===== src/rtl/fwd_hazard_unit_pkg.sv =====
// Shared definitions for the forwarding / hazard unit: forward-select
// encodings, pipeline-control state encodings and the select priority helper.
package fwd_hazard_unit_pkg;

   // Operand source selects presented to the EXE stage.
   localparam logic [1:0] FWD_RF  = 2'b00;  // register file value
   localparam logic [1:0] FWD_MEM = 2'b01;  // ALU result now sitting in MEM
   localparam logic [1:0] FWD_WB  = 2'b10;  // value now sitting in WB

   // Pipeline control state, exposed on the top-level state port.
   typedef enum logic [1:0] {
      ST_RUN    = 2'b00,
      ST_STALL  = 2'b01,
      ST_FREEZE = 2'b10
   } state_t;

   // The nearer producer holds the younger value, so an EXE match beats
   // a MEM match for the same register.
   function automatic logic [1:0] pick_sel(input logic m_e, input logic m_m);
      logic [1:0] sel;
      sel = FWD_RF;
      if (m_e) begin
         sel = FWD_MEM;
      end else if (m_m) begin
         sel = FWD_WB;
      end
      return sel;
   endfunction

endpackage


===== src/rtl/fwd_src_match.sv =====
// Per-operand comparator: matches one ID-stage source register against the
// EXE and MEM destinations and proposes the forward select for that operand.
// An operand whose valid bit is low never matches. WB is not compared because
// the register file resolves WB writes within the same cycle.
module fwd_src_match
   import fwd_hazard_unit_pkg::*;
#(
   parameter int REG_AW = 4
) (
   input  logic [REG_AW-1:0] src,
   input  logic              vld,
   input  logic [REG_AW-1:0] exe_dest,
   input  logic              exe_wb_en,
   input  logic [REG_AW-1:0] mem_dest,
   input  logic              mem_wb_en,
   output logic              m_e,
   output logic              m_m,
   output logic [1:0]        sel_next
);

   // Stage matches and the proposed select, nearer stage first.
   always_comb begin
      m_e      = vld & exe_wb_en & (src == exe_dest);
      m_m      = vld & mem_wb_en & (src == mem_dest);
      sel_next = pick_sel(m_e, m_m);
   end

endmodule


===== src/rtl/fwd_hazard_unit.sv =====
// Combined forwarding-select generator and hazard detector for the ID stage.
// Checks NUM_SRC source operands against the EXE and MEM destinations,
// registers per-operand forward selects into the ID/EXE boundary, raises
// load-use (forwarding on) or any-dependency (forwarding off) stalls, and
// freezes while the data memory is not ready. Stall and freeze cycles are
// tallied in saturating counters.
//
// Flow control: mem_ready is a level-sensitive ready from the data memory.
// While it is low the whole pipeline holds (freeze=1); nothing here is
// transferred or counted as a stall in that cycle, and the registered
// forward selects keep their value so the frozen EXE instruction still sees
// the selects it was issued with.
module fwd_hazard_unit
   import fwd_hazard_unit_pkg::*;
#(
   parameter int REG_AW  = 4,
   parameter int NUM_SRC = 3,
   parameter int CNT_W   = 16
) (
   input  logic                      clk,
   input  logic                      rst,
   input  logic                      forward_EN,
   input  logic [NUM_SRC*REG_AW-1:0] id_src,
   input  logic [NUM_SRC-1:0]        id_src_vld,
   input  logic                      exe_wb_en,
   input  logic                      exe_mem_r_en,
   input  logic [REG_AW-1:0]         exe_dest,
   input  logic                      mem_wb_en,
   input  logic [REG_AW-1:0]         mem_dest,
   input  logic                      mem_ready,
   input  logic                      clr_cnt,
   output logic                      hazard_stall,
   output logic                      freeze,
   output logic [2*NUM_SRC-1:0]      fwd_sel,
   output logic [CNT_W-1:0]          stall_cnt,
   output logic [CNT_W-1:0]          freeze_cnt,
   output logic [1:0]                state
);

   localparam logic [CNT_W-1:0] CNT_MAX = '1;

   logic [NUM_SRC-1:0]   m_e;
   logic [NUM_SRC-1:0]   m_m;
   logic [2*NUM_SRC-1:0] sel_next;
   logic [2*NUM_SRC-1:0] fwd_sel_q;
   logic [CNT_W-1:0]     stall_cnt_q;
   logic [CNT_W-1:0]     freeze_cnt_q;
   state_t               state_q;
   state_t               state_d;
   logic                 stall_raw;

   // One comparator per source operand.
   for (genvar gi = 0; gi < NUM_SRC; gi++) begin : g_src
      fwd_src_match #(
         .REG_AW (REG_AW)
      ) u_match (
         .src       (id_src[gi*REG_AW +: REG_AW]),
         .vld       (id_src_vld[gi]),
         .exe_dest  (exe_dest),
         .exe_wb_en (exe_wb_en),
         .mem_dest  (mem_dest),
         .mem_wb_en (mem_wb_en),
         .m_e       (m_e[gi]),
         .m_m       (m_m[gi]),
         .sel_next  (sel_next[gi*2 +: 2])
      );
   end

   // Hazard detection: with forwarding only a load in EXE cannot be bypassed;
   // without forwarding any in-flight producer forces a stall. A freeze
   // already holds everything, so it masks the stall.
   always_comb begin
      freeze    = ~mem_ready;
      stall_raw = 1'b0;
      if (forward_EN) begin
         stall_raw = |(m_e & {NUM_SRC{exe_mem_r_en}});
      end else begin
         stall_raw = |(m_e | m_m);
      end
      hazard_stall = stall_raw & ~freeze;
   end

   // Forward selects for the instruction entering EXE next cycle; a stall
   // injects a bubble, which needs no forwarding.
   always_ff @(posedge clk) begin
      if (rst) begin
         fwd_sel_q <= '0;
      end else if (freeze) begin
         fwd_sel_q <= fwd_sel_q;
      end else if (hazard_stall || !forward_EN) begin
         fwd_sel_q <= '0;
      end else begin
         fwd_sel_q <= sel_next;
      end
   end

   // Control state register.
   always_ff @(posedge clk) begin
      if (rst) begin
         state_q <= ST_RUN;
      end else begin
         state_q <= state_d;
      end
   end

   // Next control state: freeze dominates stall, any transition is legal.
   always_comb begin
      state_d = ST_RUN;
      if (freeze) begin
         state_d = ST_FREEZE;
      end else if (hazard_stall) begin
         state_d = ST_STALL;
      end
   end

   // Stall-cycle counter, saturating; clear wins over increment.
   always_ff @(posedge clk) begin
      if (rst || clr_cnt) begin
         stall_cnt_q <= '0;
      end else if (hazard_stall && (stall_cnt_q != CNT_MAX)) begin
         stall_cnt_q <= stall_cnt_q + 1'b1;
      end
   end

   // Freeze-cycle counter, saturating; clear wins over increment.
   always_ff @(posedge clk) begin
      if (rst || clr_cnt) begin
         freeze_cnt_q <= '0;
      end else if (freeze && (freeze_cnt_q != CNT_MAX)) begin
         freeze_cnt_q <= freeze_cnt_q + 1'b1;
      end
   end

   assign fwd_sel    = fwd_sel_q;
   assign stall_cnt  = stall_cnt_q;
   assign freeze_cnt = freeze_cnt_q;
   assign state      = state_q;

endmodule


===== config.mk =====
export PLATFORM = sky130hd
export DESIGN_NAME = fwd_hazard_unit
export DESIGN_NICKNAME = d
export VERILOG_FILES = /design/src/rtl/fwd_hazard_unit_pkg.sv /design/src/rtl/fwd_src_match.sv /design/src/rtl/fwd_hazard_unit.sv
export SDC_FILE = /design/constraint.sdc
export NUM_CORES = 1
export LEC_CHECK = 0
export BUFFER_PORTS_ARGS = -buffer_cell sky130_fd_sc_hd__buf_4
export CORE_MARGIN = 5
export CORE_UTILIZATION = 44
export DETAILED_ROUTE_END_ITERATION = 6
export GPL_ROUTABILITY_DRIVEN = 0
export PLACE_DENSITY_LB_ADDON = 0.2
export SETUP_SLACK_MARGIN = 0.3
export SYNTH_ARGS = -nofsm -noshare
export SYNTH_HDL_FRONTEND = slang
export SYNTH_HIERARCHICAL = 1
export SYNTH_SLANG_ARGS = --single-unit

===== constraint.sdc =====
create_clock -name clk -period 6.8 [get_ports clk]
set_clock_uncertainty 0.2 [all_clocks]
set_input_delay 0.34 -clock clk [delete_from_list [all_inputs] [get_ports clk]]
set_output_delay 0.34 -clock clk [all_outputs]
set_load 0.02 [all_outputs]

==> results.txt <==
----------------------------------------------------
[Logic synthesis]
  Primary FF master, synth ... dfxtp_1
  Combinational family with the most area after synthesis ... simple AND/OR/NAND/NOR gates
  Synth Register Bits ... 40
  Area fraction in and, or, nand and nor cells after synthesis ... 30.5%
  Count of yosys warnings during synthesis ... 6
  Number of enable flip-flop cells after synthesis ... 0
  Per-instance average area after synthesis ... 8.87 sq um
  Syn Std Cell Area ... 2240 sq um
  FFs w/ async S/R, synth ... 0%
  Synth Area in XOR/XNOR ... 15.6%
  Area fraction in compound gates after synthesis ... 12.1%
  Adder and majority cell fraction of the synthesized area ... 1.11%
  Share of the yosys chip area belonging to registers ... 35.7%
  Multiplexer share of the synthesized area ... 0.446%
  Cell count after synthesis ... 253
  Count of unique library cells instantiated by Yosys ... 40
  Post-synth net total ... 286

[Finish]
  Ratio of cells with drive above 1 in the final layout ... 28.4%
  Sequential cell area ... 801 sq um
  Multi-input gate area in the final layout ... 1340 sq um
  Nets@finish ... 356
  Antenna diode count ... 0
  FILL cells ... 463
  Area growth, synth to finish ... 31.0%

[Worst setup path]
  Sort of element at the end of the critical path ... primary output
  Total stage count of the critical path ... 8
  Data required time at the worst endpoint ... 6260 ps
  Cell with the largest stage delay on the worst path ... a32oi_2
  Kind of critical path ... in2out
  Cell type group with the largest total delay on the critical path ... compound AO/OA/AOI/OAI gates
  Worst flop-to-flop path startpoint ... stall_cnt[0]
  Largest fanout on the critical path ... 13
  Reg2Reg Depth ... 6
  Worst path max stage delay ... 670 ps
  Worst flop-to-flop path endpoint ... stall_cnt[15]
  Startpoint class of the critical path ... input pin
  Count of buffer and inverter cells on the critical path ... 4
  Arrival time reported for the critical path endpoint ... 2260 ps
  Worst Setup SP ... exe_dest[3]
  Series of cell instances along the critical path ... buf_4 -> inv_1 -> o22ai_1 -> nor4b_4 -> or3_1 -> a32oi_2 -> inv_1 -> buf_4
  Critical Path Sink ... hazard_stall
  Reg-to-reg slack, setup ... 4630 ps

[Floorplanning]
  Core footprint ... 5040 sq um
  Starting Density ... 44.5%
  Height of the die ... 81.4 um
  Die outline width ... 81.4 um
  Die area ... 6630 sq um
  Number of placement rows ... 26
  I/O pin cnt ... 73

[Timing]
  Final critical path time including I/O delays and setup ... 2800 ps
  Final Max Tran Viols ... 0
  Slew headroom ... 51.1%
  Accumulated negative setup slack ... 0 ps
  Endpoints failing hold ... 0
  Peak Freq ... 357 MHz
  Portion of the clock cycle consumed by the worst path in the final layout ... 41.2%
  Post-route setup slack ... 4000 ps
  Final setup violating endpoints ... 0
  Unrepaired setup endpoints after global routing ... no
  Tightest Pin Transition ... 734 ps

[Global route]
  Overall Global Routing Usage ... 16.4%
  Number of global-route vias before repair ... 1,876
  Wire length of the first global-routing pass ... 8570 um
  Overflow after GRT ... 0
  Pin count of the biggest net entering global routing ... 33
  Antenna violations before repair ... 0

[Placed design]
  Worst slack after detailed placement ... 4010 ps
  Number of buffer cells added on primary ports ... 72
  DP Wirelength ... 4010 um

[Status]
  Status ... finished clean

[Hold path]
  Worst hold-check path type ... in2reg

[Clock tree]
  Worst-path clk slew ... 70 ps
  Deepest clock path buffer count ... 2
  Hold buffer count at cts ... 0
  Clock tree sinks ... 40
  Latest clock arrival within the worst-skew pair ... 290 ps
  Number of buffers created by CTS ... 5
  Library cell used as clock root buffer ... clkbuf_8
  Post CTS Setup Buffer Count ... 0
  CTS resizes ... 0
  Number of H-tree levels ... 2
  TritonCTS clock tree ... built

[Route]
  Length of the first detailed-routing pass in iterations ... 4
  Antenna Nets Post-Route ... 0
  Total wire length ... 5180 um
  Via count ... 2,039
  DRC violation total after the first TritonRoute iteration ... 96
  Count of unresolved DRC violations after routing ... 0
  Routed wire length per instance ... 13.2 um
  Average vias per placed instance ... 5.18

[Pwr]
  Worst voltage drop across the vdd grid ... 0.0897 mV
  Lkg Pwr ... 1.18 nW
  Power density cells ... 168 nW/um^2

[Flow run]
  MaxCap Viol Count ... 0

----------------------------------------------------
-- cells in the final DEF, fill, tap and decap left out, types with 2 or more instances in the layout --
cell / n
buf_4: 72
dfxtp_1: 40
nor2_1: 35
xnor2_1: 20
xor2_1: 20
inv_1: 13
nand3_1: 13
nand4_1: 12
nand2_1: 10
or3_1: 6
a22o_1: 6
nor4_1: 6
clkbuf_8: 6
and3_1: 5
nor3_1: 5
nor2b_1: 4
a21oi_1: 4
nor4b_1: 4
o21ai_0: 3
or2_2: 3
a31oi_1: 3
a211oi_1: 3
o22ai_1: 3
o211ai_1: 3
a222oi_1: 3
nor4b_4: 3
nand2b_1: 2
a41o_1: 2
ha_1: 2
-- metal layers --
metal	vias up	track usage, %	wire, um
li1	1046	-	-
met1	917	19.7	2330
met2	69	28.1	2430
met3	7	4.71	362
met4	0	5.07	61
met5	-	0	0
-- Yosys cell counts (5+ instances only) --
master   number  area (sq um)
a22o_1        6          52.6
nand2_1      10          37.5
dfxtp_1      40           801
nor3_1        5          25.0
nor4_1        6          37.5
nand4_1      12          75.1
nand3_1      13          65.1
buf_4         5          37.5
nor2_1       35           131
inv_1        13          48.8
xor2_1       20           175
and3_1        5          31.3
or3_1         6          37.5
xnor2_1      20           175
-- how the worst min path moves through the flow --
stage                           from          to  cells past startpoint
final                            rst    state[0]                      2
after CTS                        rst    state[0]                      2
after floorplan                  rst    state[0]                      1
after global placement    fwd_sel[4]  fwd_sel[4]                      1
after detailed placement  fwd_sel[5]  fwd_sel[5]                      1
after global routing             rst    state[0]                      2
-- per-stage QoR --
stage	hold slack, ps	cell area, sq um	utilization, %	power [W]	instances
2_1_floorplan	217	2240	-	0.000270	253
5_1_grt	99.7	2940	58.3	0.000517	394
3_5_place_dp	274	2820	55.9	0.000295	386
3_3_place_gp	278	2820	55.9	0.000294	386
6_report	89.1	2940	58.3	0.000493	394
4_1_cts	81.8	2940	58.3	0.000502	394
-- worst register-to-register path: cells and delay by family, from the launching register on --
family                   cells  cell delay, ps
adder cells (fa/ha/maj)      1             270
AO/OA/AOI/OAI                2             260
AND/OR/NAND/NOR              3             900
flip-flops                   1             410
-- report_power, final --
part           internal (W)   total, W  leakage [nW]  switching [W]
combinational     0.0000253  0.0000532         0.801      0.0000279
sequential         0.000235   0.000236         0.323    0.000000873
clock              0.000120   0.000204        0.0614      0.0000839
-- cells by family (layout without fill, tap and decap cells) --
logic type / Yosys count / count (layout)
XOR/XNOR: 40 / 40
AND/OR/NAND/NOR: 115 / 115
adder cells (fa/ha/maj): 2 / 2
multiplexers: 1 / 1
buffers and inverters: 22 / 93
AO/OA/AOI/OAI: 33 / 33
flip-flops: 40 / 40
-- cell type report --
cell class,count,share of cell area (%)
clock buffer,6,2.81
clock inverter,2,1.32
inverter,13,1.66
multi-input combinational,191,45.6
sequential,40,27.2
tap,70,2.98
timing repair buffer,72,18.4
-- flip-flops by register name, summed over array words and instances (netlist names) --
name	cells
stall_cnt	16
fwd_sel	6
freeze_cnt	16
state	2
Note: power is estimated with default switching activity, not from simulation.
